`src/rtl/rv32im_pkg.sv`:
```
// Shared RV32IM definitions for the divide sequencer:
// funct3 codes and the FSM state encoding.
package rv32im_pkg;

  localparam int XLEN = 32;

  localparam logic [2:0] DIV_F3  = 3'b100;
  localparam logic [2:0] DIVU_F3 = 3'b101;
  localparam logic [2:0] REM_F3  = 3'b110;
  localparam logic [2:0] REMU_F3 = 3'b111;

  typedef enum logic [1:0] {
    IDLE   = 2'b00,
    DIVIDE = 2'b01,
    FIXUP  = 2'b10,
    DONE   = 2'b11
  } div_state_e;

endpackage

```
`src/rtl/div_sequencer_if.sv`:
```
// Request/response bundle between the EX stage and the
// divide sequencer.
interface div_sequencer_if;
  import rv32im_pkg::*;

  logic            start;
  logic [2:0]      funct3;
  logic [XLEN-1:0] operand_a;
  logic [XLEN-1:0] operand_b;
  logic            kill;
  logic [XLEN-1:0] result;
  logic            busy;
  logic            done;

  modport master (
    output start, funct3, operand_a, operand_b, kill,
    input  result, busy, done
  );

  modport slave (
    input  start, funct3, operand_a, operand_b, kill,
    output result, busy, done
  );

endinterface

```
`src/rtl/div_sequencer_div_step.sv`:
```
// One radix-2 restoring divide iteration: shift the
// remainder/quotient pair left and try to subtract.
module div_step
  import rv32im_pkg::*;
(
  input  logic [XLEN:0]   rem_i,
  input  logic [XLEN-1:0] quo_i,
  input  logic [XLEN-1:0] div_i,
  output logic [XLEN:0]   rem_o,
  output logic [XLEN-1:0] quo_o
);

  logic [XLEN:0] sh_rem;
  logic [XLEN:0] trial;

  // Shift, trial-subtract, restore on borrow.
  always_comb begin
    sh_rem = {rem_i[XLEN-1:0], quo_i[XLEN-1]};
    trial  = sh_rem - {1'b0, div_i};
    rem_o  = sh_rem;
    quo_o  = {quo_i[XLEN-2:0], 1'b0};
    if (!trial[XLEN]) begin
      rem_o    = trial;
      quo_o[0] = 1'b1;
    end
  end

endmodule

```
`src/rtl/div_sequencer.sv`:
```
// Multi-cycle DIV/DIVU/REM/REMU sequencer: FSM, counter,
// sign latches and registered result.
module div_sequencer
  import rv32im_pkg::*;
(
  input  logic            CLK,
  input  logic            RESET,
  div_sequencer_if.slave  bus
);

  div_state_e      state_q, state_d;
  logic [4:0]      cnt_q, cnt_d;
  logic [XLEN:0]   rem_q, rem_d;
  logic [XLEN-1:0] quo_q, quo_d;
  logic [XLEN-1:0] dvs_q, dvs_d;
  logic [XLEN-1:0] result_q, result_d;
  logic            is_rem_q, is_rem_d;
  logic            neg_q_q, neg_q_d;
  logic            neg_r_q, neg_r_d;

  logic [XLEN:0]   step_rem;
  logic [XLEN-1:0] step_quo;

  logic            sgn;
  logic            a_neg;
  logic            b_neg;
  logic [XLEN-1:0] abs_a;
  logic [XLEN-1:0] abs_b;
  logic [XLEN-1:0] fix_q;
  logic [XLEN-1:0] fix_r;

  div_step u_step (
    .rem_i (rem_q),
    .quo_i (quo_q),
    .div_i (dvs_q),
    .rem_o (step_rem),
    .quo_o (step_quo)
  );

  // Operand magnitudes and sign-corrected results.
  always_comb begin
    sgn   = ~bus.funct3[0];
    a_neg = sgn & bus.operand_a[XLEN-1];
    b_neg = sgn & bus.operand_b[XLEN-1];
    abs_a = a_neg ? -bus.operand_a : bus.operand_a;
    abs_b = b_neg ? -bus.operand_b : bus.operand_b;
    fix_q = neg_q_q ? -quo_q : quo_q;
    fix_r = neg_r_q ? -rem_q[XLEN-1:0]
                    : rem_q[XLEN-1:0];
  end

  // Next-state and datapath control.
  always_comb begin
    state_d  = state_q;
    cnt_d    = cnt_q;
    rem_d    = rem_q;
    quo_d    = quo_q;
    dvs_d    = dvs_q;
    result_d = result_q;
    is_rem_d = is_rem_q;
    neg_q_d  = neg_q_q;
    neg_r_d  = neg_r_q;
    unique case (state_q)
      IDLE: begin
        if (bus.start && bus.funct3[2] && !bus.kill) begin
          is_rem_d = bus.funct3[1];
          neg_q_d  = a_neg ^ b_neg;
          neg_r_d  = a_neg;
          if (bus.operand_b == '0) begin
            result_d = bus.funct3[1] ? bus.operand_a
                                     : '1;
            state_d  = DONE;
          end else if (sgn &&
                       bus.operand_a == 32'h8000_0000 &&
                       bus.operand_b == 32'hFFFF_FFFF) begin
            result_d = bus.funct3[1] ? '0
                                     : 32'h8000_0000;
            state_d  = DONE;
          end else begin
            rem_d   = '0;
            quo_d   = abs_a;
            dvs_d   = abs_b;
            cnt_d   = '0;
            state_d = DIVIDE;
          end
        end
      end
      DIVIDE: begin
        if (bus.kill) begin
          state_d = IDLE;
        end else begin
          rem_d = step_rem;
          quo_d = step_quo;
          cnt_d = cnt_q + 5'd1;
          if (cnt_q == 5'd31) state_d = FIXUP;
        end
      end
      FIXUP: begin
        if (bus.kill) begin
          state_d = IDLE;
        end else begin
          result_d = is_rem_q ? fix_r : fix_q;
          state_d  = DONE;
        end
      end
      DONE: state_d = IDLE;
      default: state_d = IDLE;
    endcase
  end

  // State and datapath registers.
  always_ff @(posedge CLK) begin
    if (RESET) begin
      state_q  <= IDLE;
      cnt_q    <= '0;
      rem_q    <= '0;
      quo_q    <= '0;
      dvs_q    <= '0;
      result_q <= '0;
      is_rem_q <= 1'b0;
      neg_q_q  <= 1'b0;
      neg_r_q  <= 1'b0;
    end else begin
      state_q  <= state_d;
      cnt_q    <= cnt_d;
      rem_q    <= rem_d;
      quo_q    <= quo_d;
      dvs_q    <= dvs_d;
      result_q <= result_d;
      is_rem_q <= is_rem_d;
      neg_q_q  <= neg_q_d;
      neg_r_q  <= neg_r_d;
    end
  end

  assign bus.result = result_q;
  assign bus.busy   = (state_q != IDLE);
  assign bus.done   = (state_q == DONE);

endmodule

```
`src/flat_wrapper.sv`:
```
// flat-port wrapper written by rule: the top's interface ports become plain ports
module div_sequencer_flat import rv32im_pkg::*;
  (CLK, RESET, bus_start, bus_funct3, bus_operand_a, bus_operand_b, bus_kill, bus_result, bus_busy, bus_done);
  div_sequencer_if bus_i ();
  input  logic CLK;
  input  logic RESET;
  input wire logic [$bits(bus_i.start)-1:0] bus_start;
  input wire logic [$bits(bus_i.funct3)-1:0] bus_funct3;
  input wire logic [$bits(bus_i.operand_a)-1:0] bus_operand_a;
  input wire logic [$bits(bus_i.operand_b)-1:0] bus_operand_b;
  input wire logic [$bits(bus_i.kill)-1:0] bus_kill;
  output wire logic [$bits(bus_i.result)-1:0] bus_result;
  output wire logic [$bits(bus_i.busy)-1:0] bus_busy;
  output wire logic [$bits(bus_i.done)-1:0] bus_done;
  assign bus_i.start = bus_start;
  assign bus_i.funct3 = bus_funct3;
  assign bus_i.operand_a = bus_operand_a;
  assign bus_i.operand_b = bus_operand_b;
  assign bus_i.kill = bus_kill;
  assign bus_result = bus_i.result;
  assign bus_busy = bus_i.busy;
  assign bus_done = bus_i.done;
  div_sequencer u_core (.CLK(CLK), .RESET(RESET), .bus(bus_i));
endmodule
```
`config.mk`:
```
export PLATFORM = sky130hd
export DESIGN_NAME = div_sequencer_flat
export DESIGN_NICKNAME = d
export VERILOG_FILES = /design/src/rtl/rv32im_pkg.sv /design/src/rtl/div_sequencer_if.sv /design/src/rtl/div_sequencer_div_step.sv /design/src/rtl/div_sequencer.sv /design/src/flat_wrapper.sv
export SDC_FILE = /design/constraint.sdc
export NUM_CORES = 1
export LEC_CHECK = 0
export ABC_CLOCK_PERIOD_IN_PS = 11600
export CORE_MARGIN = 2
export CORE_UTILIZATION = 50
export CTS_BUF_LIST = sky130_fd_sc_hd__clkbuf_2 sky130_fd_sc_hd__clkbuf_4 sky130_fd_sc_hd__clkbuf_8
export CTS_CLUSTER_SIZE = 12
export DETAILED_ROUTE_END_ITERATION = 6
export PLACE_DENSITY = 0.72
export SLEW_MARGIN = 40
export SYNTH_ARGS = -nofsm -noshare
export SYNTH_HDL_FRONTEND = slang
export SYNTH_SLANG_ARGS = --single-unit
```
`constraint.sdc`:
```
create_clock -name CLK -period 11.6 [get_ports CLK]
set_input_delay 3.48 -clock CLK [delete_from_list [all_inputs] [get_ports CLK]]
set_output_delay 3.48 -clock CLK [all_outputs]
set_load 0.005 [all_outputs]
```
---- Yosys cells after proc, flatten, opt, wreduce, memory -nomap -nowiden ----
Cells that the tools add are included.
storage, ports and cells
  bits in registers ....................... 138
  output and inout port bits .............. 34
  word-level logic and storage cells ...... 85
operators by class
  add/sub/neg operators ................... 6
  eq/ne operators ......................... 13
  multiplexer cells ....................... 36
  bitwise logic cells ..................... 6
  reduce and logical (&&, ||, !) cells .... 15
operators by type and width
  kind                                                                     count
  32-bit 2-to-1 mux                                                        20
  32-bit one-hot mux with 2 select lines                                   3
  32-bit negator                                                           4
  32-bit equality test, second input constant                              2
  33-bit by 32-bit subtractor with 33-bit output                           1
  32-bit zero test                                                         1
  5-bit 2-to-1 mux                                                         4
  2-bit 2-to-1 mux                                                         6
  5-bit one-hot mux with 2 select lines                                    1
  2-bit inequality test, second input constant                             4
  2-bit one-hot mux with 4 select lines                                    1
  4-bit AND reduction                                                      2
  2-bit nonzero test                                                       3
  5-bit by 1-bit adder with 5-bit output, second input constant            1
  5-bit equality test, second input constant                               1
  5-bit AND reduction                                                      1
  2-bit equality test, second input constant                               2
  1-bit logical AND                                                        4
  2-bit AND reduction                                                      2
  3-bit by 1-bit inequality test with 1-bit output, second input constant  1
  3-bit by 2-bit inequality test with 1-bit output, second input constant  1
  1-bit NOT                                                                3
  1-bit AND                                                                2
  2-bit by 1-bit equality test with 1-bit output, second input constant    1
  5 further kinds                                                          5

---- Depth between registers and ports, before layout ----
Gate-level depths: netlist of the first run.
  word-level depth ........................ 7
  mapped depth ............................ 14

---- Hierarchy ----
Synthesis of the first run repeated with hierarchy kept, for this count alone.
second synthesis, totals
  cells, all modules ...................... 1553
  area, all modules ....................... 11947.7 um2
modules (own cells, without submodules)
  module         times used  cells each  area an instance (um2)  sequential area each (um2)
  div_sequencer  1           1166        9253.9                  2782.7
  div_step       1           387         2693.8                  0.0

---- Worst setup path after synthesis of the first run ----
Ideal clock, no wire load.
  path type ............................... input to register
  start point ............................. input bus_operand_b[20]
  end point ............................... register u_core.quo_q[27]
  arrival ................................. 5.951 ns
  slack ................................... 5.521 ns
  cell stages on the path ................. 12
  buffers on the path ..................... 2
  cells stage by stage .................... or4_1 > or3_1 > nor4_1 > nand4_1 > o22ai_2 > nor2_1 > nor2_1 > buf_2 > buf_4 > a211oi_1 > a21oi_1 > nor2_1
on the way
  word-level cells in the longest chain between the ends .. 4
  elaborated cells between the ends (all ways) .. 6
RTL lines
  item                               line                  text
  from (decl)                        flat_wrapper.sv:10    input wire logic [$bits(bus_i.operand_b)-1:0] bus_operand_b;
  32-bit equality test               div_sequencer.sv:75   bus.operand_b == 32'hFFFF_FFFF) begin
  1-bit logical AND                  div_sequencer.sv:74   bus.operand_a == 32'h8000_0000 &&
  2-bit inequality test (no line)    n/a
  5-bit AND reduction (no line) (*)  n/a
  to (signal assigned)               div_sequencer.sv:127  quo_q <= quo_d;
  to (decl)                          div_sequencer.sv:14   logic [XLEN-1:0] quo_q, quo_d;
Every way passes the cells marked *; elsewhere a longest branch is shown, timed or not.
A chain may end at the register's enable or synchronous reset.

---- Worst setup path after layout of the first run ----
  start point ............................. input bus_operand_b[2]
  end point ............................... register u_core.result_q[19], in the netlist u_core.bus.result[19]
on the way
  word-level cells in the longest chain between the ends .. 4
  elaborated cells between the ends (all ways) .. 8
RTL lines
  item                                                                                             line                                      text
  32-bit equality test or 32-bit zero test (tied branches)                                         div_sequencer.sv:75, div_sequencer.sv:69
  1-bit logical AND or 32-bit 2-to-1 mux (tied branches)                                           div_sequencer.sv:74, div_sequencer.sv:69
  3-bit by 1-bit inequality test with 1-bit output (no line) or 32-bit 2-to-1 mux (tied branches)  n/a
  4-bit AND reduction (no line) or 32-bit one-hot mux with 2 select lines (tied branches)          n/a
  to (signal assigned)                                                                             div_sequencer.sv:129                      result_q <= result_d;
  to (decl)                                                                                        div_sequencer.sv:16                       logic [XLEN-1:0] result_q, result_d;
Several ways; a longest one is shown, not always the timed one. The select of a mux whose other input is x is not followed.

==> summary.txt, run 1 <==
Status: finished clean
Final cycle utilization of the critical path: 0.595
Post-CTS Setup Repair Bufs: 0
Critical Path End Type: flop
Vias in the first global route: 9,219
DRC violations left: 0
CP delay by family, top: simple AND/OR/NAND/NOR gates
Compound-Gate Fraction of Synth Area: 0.270
Buf/Inv on CP: 2
Non-Filler Instances: 1,671
DP Wirelength: 21,800 um
Via count: 10,100
Mapped Nets: 1,441
Die Span Y: 147 um
DIE AREA: 21,500 sq um
Mux cell area share after synthesis: 0.0149
First-pass DRT Iterations: 6
Sequential cell area fraction in the yosys report: 0.272
Starting DRT DRC Count: 787
Pwr dens: 109 nW/um^2
Hold slack: 0.456 ns
Fin crit period: 6.90 ns
Slowest cell on crit path: nor3b_1
Yosys warns: 0
IO Count: 105
FMAX: 145 MHz
Crit path DAT: 7.26 ns
Largest family of logic cells by synthesized area: compound AO/OA/AOI/OAI gates
Switching Share: 0.316
Post-synth top flop: dfxtp_1
Chip Width: 147 um
Per-cell routed wire length: 17.8 um
Final WL: 29,800 um
Core ar.: 20,100 sq um
Skew final: 0.0131 ns
Most frequent cells in the layout: nor2_1, dfxtp_1, clkdlybuf4s50_1
LEAKAGE: 4.38 nW
Critical Path RT: 11.97 ns
Final core occ: 0.589
Hold-fix buffers, CTS: 0
Final nets: 1,499
FF-to-FF Start: u_core.quo_q[31]$_SDFFE_PP0P_
Synth Area in Simple Gates: 0.220
Total gr overflow: 0
TNS Setup: 0 ns
CTS tree: yes
Net switching power: 0.000407 W
Post-synthesis cell type count: 61
Clock group share of total power: 0.364
Clock buffer depth: 2
Synth Area in XOR/XNOR: 0.123
Hold Crit Class: reg -> reg
Max VDD drop: 75.2 uV
Yosys reg bits: 138
Slew Limit Headroom: 0.423
Post-Synthesis Cells: 1,330
Max Cap Violations: 0
Clock transition at path regs: 0.08 ns
Area Growth Syn to Fin: 16.7%
Drt via density: 6.04
Internal power: 0.000880 W
CP Cell Sequence: clkdlybuf4s50_1, nor3_1, nand3b_1, nor3b_1, nand4_1, o22ai_2, a31oi_1, nor3_4, buf_4, nor2_2, a21o_1
Clk_lat worst skew: 0.47 ns
Final number of setup-violating endpoints: 0
Fraction of layout cells with a size suffix above 1: 0.0585
H-tree Lvls: 4
# diodes: 0
Setup CP Type: in -> reg
CP Launch Type: input pin
Post-synth ARST share: 0
First-pass GRT wire length: 49,100 um
Adder-cell area share of the yosys netlist: 0.0500
Rows: 52
Syn Area/Cell: 7.63 sq um
Slew @ Worst Pin: 0.857 ns
Reg power frac: 0.394
Max FO, Critical Path: 41
RSZ-0062 raised after global routing: false
IO Port Bufs: 104
CP Launch Point: bus_operand_b[2]
Post-synth EDFFs: 0
Synthesized cell area: 10,200 sq um
Combinational share of power: 0.242
Largest net degree at the start of global routing: 94
Resized cells post-CTS: 0
GPL Wtd Cong: 0.934
Hold Crit Start: u_core.bus.result[26]$_SDFFE_PP0P_
Final hold violation count: 0
Antenna violations before repair: 0
Clk sinks: 138
Post-route ant nets: 0
Starting Density: 0.505
Most common cell after layout, fill and taps aside: nor2_1
Slowest stage delay, CP: 0.63 ns
Total track usage: 0.280
Placed cells: 1,639
Final Max Tran Viols: 0
Root buffer cell: clkbuf_8
TritonCTS Buffers: 17
-- worst paths after layout --
kind / end / slack (ns) / cells past startpoint
worst max register to register: u_core.rem_q[0]$_SDFFE_PP0P_ / 7.62 / 13
worst max-delay path: u_core.bus.result[19]$_SDFFE_PP0P_ / 4.70 / 11
worst min-delay path: u_core.bus.result[26]$_SDFFE_PP0P_ / 0.46 / 1
worst min register to register: u_core.bus.result[26]$_SDFFE_PP0P_ / 0.46 / 1
-- kinds of logic after synthesis --
logic type | after synthesis
simple gates | 469
compound gates | 395
xor+xnor | 143
flops | 138
buf+inv | 130
fa+ha+maj | 40
mux | 15
-- state kept, by name, indices dropped and copies added, names as in the netlist --
name / cells
u_core.bus.result: 32
u_core.dvs_q: 32
u_core.quo_q: 32
u_core.rem_q: 32
u_core.cnt_q: 5
u_core.state_q: 2
u_core.is_rem_q: 1
u_core.neg_q_q: 1
u_core.neg_r_q: 1
-- per-layer routing --
| layer | vias up | share of wire | track usage |
|---|---|---|---|
| met5 | - | 0 | 0 |
| met4 | 0 | 0.015 | 0.0704 |
| met3 | 41 | 0.062 | 0.0466 |
| met2 | 352 | 0.44 | 0.437 |
| met1 | 4747 | 0.48 | 0.404 |
| li1 | 4956 | - | - |
-- worst register-to-register path: cells and delay by family, from the launching register on --
family                   cells  cell delay [ns]
AO/OA/AOI/OAI                7             1.70
XOR/XNOR                     1             0.71
adder cells (fa/ha/maj)      2             0.67
flip-flops                   1             0.32
AND/OR/NAND/NOR              1             0.19
multiplexers                 1             0.17
buffers and inverters        1             0.11
-- synth_stat cells (29+ instances only) --
| cell | count | area (sq um) |
|---|---|---|
| inv_1 | 50 | 188 |
| clkbuf_1 | 66 | 248 |
| nor2_1 | 203 | 762 |
| dfxtp_1 | 138 | 2760 |
| a21oi_1 | 81 | 405 |
| nand2b_1 | 33 | 206 |
| a211oi_1 | 78 | 586 |
| ha_1 | 39 | 488 |
| xnor2_1 | 74 | 648 |
| nand2_1 | 82 | 308 |
| nand3_1 | 29 | 145 |
| xor2_1 | 69 | 604 |
| o21ai_0 | 58 | 290 |
-- final cells by class --
class,instances,area (sq um)
clock buffers,18,241
clock inverters,14,219
fillers,1864,8260
inverters,50,188
multi-input cells,1062,6940
flip-flops and latches,138,2760
well taps,270,338
repair buffers,119,1150
-- per-stage QoR --
| stage | power, W | setup slack, ns | instance area, sq um |
|---|---|---|---|
| final | 0.00129 | 4.70 | 11800 |
| after global routing | 0.00135 | 4.48 | 11800 |
| after CTS | 0.00129 | 4.74 | 11800 |
| after detailed placement | 0.000825 | 4.25 | 11400 |
| after global placement | 0.000820 | 4.32 | 11400 |
| after floorplan | 0.000730 | 5.52 | 10200 |
-- power groups by stage --
stage	Clock [W]	Combinational [W]	Sequential [W]
2_1_floorplan	0	0.000218	0.000512
3_3_place_gp	0	0.000302	0.000518
3_5_place_dp	0	0.000306	0.000518
4_1_cts	0.000471	0.000308	0.000507
5_1_grt	0.000494	0.000345	0.000510
6_report	0.000468	0.000311	0.000508
Note: power is estimated with default switching activity, not from simulation.
==> run 2, diff against run 1 <==
ABC_CLOCK_PERIOD_IN_PS = 7200   (was 11600)
clock period = 7.2 ns   (was 11.6 ns; I/O delays follow)
==> run 2 against run 1 <==
Against the previous run:
- cell count is essentially flat
- flip-flop and latch count is the same
- global-route usage shrank 0.078 points
- core utilization shrank 0.24 points
- register-to-register slack lost 4.6 ns
- worst setup slack lost 3.2 ns
==> summary.txt, run 2 (synthesized netlist as in run 1, its figures left out) <==
Status: finished clean
Total gr overflow: 0 (unchanged)
Buf/Inv on CP: 2 (unchanged)
Skew final: 0.0163 ns (+0.00317 ns)
Post-route ant nets: 0 (unchanged)
Combinational share of power: 0.259 (+0.017)
RSZ-0062 raised after global routing: false
CTS tree: yes
H-tree Lvls: 4 (unchanged)
Tot Pwr: 0.00195 W (+52%)
Final cycle utilization of the critical path: 0.788
Setup CP Type: in -> reg
Drt via density: 6.13 (+1.4%)
Most frequent cells in the layout: nor2_1, dfxtp_1, clkdlybuf4s50_1
Reg power frac: 0.420 (+0.026)
Post-CTS Setup Repair Bufs: 0 (unchanged)
Worst slack at placement: 1.12 ns (-3.13 ns)
Clk_lat worst skew: 0.47 ns (about the same)
Root buffer cell: clkbuf_8
Slowest cell on crit path: nor3b_1
Final WL: 29,800 um (+0.15%)
Final hold violation count: 0 (unchanged)
Slew Limit Headroom: 0.452 (+0.0289)
Resized cells post-CTS: 0 (unchanged)
Critical Path End Type: flop
Hold-fix buffers, CTS: 0 (unchanged)
DIE AREA: 21,500 sq um (unchanged)
Clk sinks: 138 (unchanged)
First-pass DRT Iterations: 5 (-1)
Max FO, Critical Path: 41 (unchanged)
CP delay by family, top: simple AND/OR/NAND/NOR gates
Die Span Y: 147 um (unchanged)
Antenna violations before repair: 0 (unchanged)
IO Count: 105 (unchanged)
DRC violations left: 0 (unchanged)
Final number of setup-violating endpoints: 0 (unchanged)
Pwr dens: 166 nW/um^2 (+52%)
CP Launch Type: input pin
Most common cell after layout, fill and taps aside: nor2_1
Switching Share: 0.327 (+0.0111)
Hold slack: 0.456 ns (+0.000130 ns)
Placed cells: 1,642 (+0.18%)
Final Max Tran Viols: 0 (unchanged)
Worst setup margin: 1.53 ns (-3.17 ns)
LEAKAGE: 4.36 nW (-0.56%)
# diodes: 0 (unchanged)
Total track usage: 0.279 (-0.000783)
Net switching power: 0.000639 W (+57%)
Largest net degree at the start of global routing: 99 (+5.3%)
FMAX: 176 MHz
DP Wirelength: 21,900 um (+0.85%)
First-pass GRT wire length: 48,800 um (-0.67%)
Per-cell routed wire length: 17.9 um (about the same)
Vias in the first global route: 9,249 (+0.33%)
Clock group share of total power: 0.321 (-0.043)
TNS Setup: 0 ns (unchanged)
Crit path DAT: 6.03 ns (-1.23 ns)
Fin crit period: 5.67 ns
Slew @ Worst Pin: 0.822 ns (-0.0354 ns)
Area Growth Syn to Fin: 16.2%
IO Port Bufs: 104 (unchanged)
Slowest stage delay, CP: 0.64 ns (about the same)
Internal power: 0.00131 W (+49%)
Clock transition at path regs: 0.08 ns (about the same)
Rows: 52 (unchanged)
TritonCTS Buffers: 17 (unchanged)
Fraction of layout cells with a size suffix above 1: 0.0599 (+0.00138)
Clock buffer depth: 2 (unchanged)
Starting Density: 0.505 (unchanged)
Non-Filler Instances: 1,672 (+0.060%)
Final nets: 1,502 (+0.20%)
Hold Crit Class: reg -> reg
Chip Width: 147 um (unchanged)
Max Cap Violations: 0 (unchanged)
Via count: 10,200 (+1.5%)
GPL Wtd Cong: 0.903 (-3.3%)
Max VDD drop: 105 uV (+40%)
Core ar.: 20,100 sq um (unchanged)
CP Cell Sequence: clkdlybuf4s50_1, nor3_1, nand3b_1, nor3b_1, nand4_1, o22ai_2, a31oi_1, nor3_4, buf_4, nor2_1, a21o_1
Critical Path RT: 7.56 ns (-4.41 ns)
Starting DRT DRC Count: 946 (+20%)
run 2: routing by layer:
metal	up-vias	wire length, um	GRT usage
met5	-	0	0
met4	0	635	0.0811
met3	47	2350	0.0475
met2	430	13300	0.437
met1	4809	13600	0.397
li1	4962	-	-
run 2: cell type report:
class	count	area, sq um
clock buffer	23	304
sequential	138	2770
tap	270	338
clock inverter	7	67.6
timing repair buffer	122	1180
inverter	50	188
multi-input combinational	1062	6950
fill	1886	8310
run 2: worst reg2reg max path: stages (launching register included):
cell       delay [ns]
dfxtp_1          0.31
inv_1            0.12
ha_1             0.25
fa_1             0.40
nand2b_1         0.18
a21oi_1          0.29
o21a_1           0.30
o211ai_1         0.17
a21oi_1          0.25
o2111ai_1        0.16
a31oi_1          0.53
mux2_2           0.67
nor2_1           0.12
a221o_1          0.27
run 2: stage by stage:
step,instance area (sq um),utilization
after floorplan,10200,-
after global placement,11400,0.566
after detailed placement,11400,0.568
after CTS,11800,0.586
after global routing,11800,0.587
final,11800,0.587
run 2: worst paths after layout:
path,startpoint,endpoint,slack [ns],depth (start not counted)
worst min register to register,u_core.bus.result[26]$_SDFFE_PP0P_,u_core.bus.result[26]$_SDFFE_PP0P_,0.46,1
worst max-delay path,bus_operand_b[2],u_core.bus.result[30]$_SDFFE_PP0P_,1.53,11
worst max register to register,u_core.quo_q[31]$_SDFFE_PP0P_,u_core.rem_q[17]$_SDFFE_PP0P_,3.06,13
worst min-delay path,u_core.bus.result[26]$_SDFFE_PP0P_,u_core.bus.result[26]$_SDFFE_PP0P_,0.46,1
run 2: power by group through the flow:
stage               Combinational (W)  Sequential [W]  Clock [W]
finish                       0.000506        0.000819   0.000628
global placement             0.000487        0.000836          0
global route                 0.000556        0.000824   0.000664
CTS                          0.000497        0.000819   0.000629
floorplan                    0.000351        0.000825          0
detailed placement           0.000494        0.000837          0
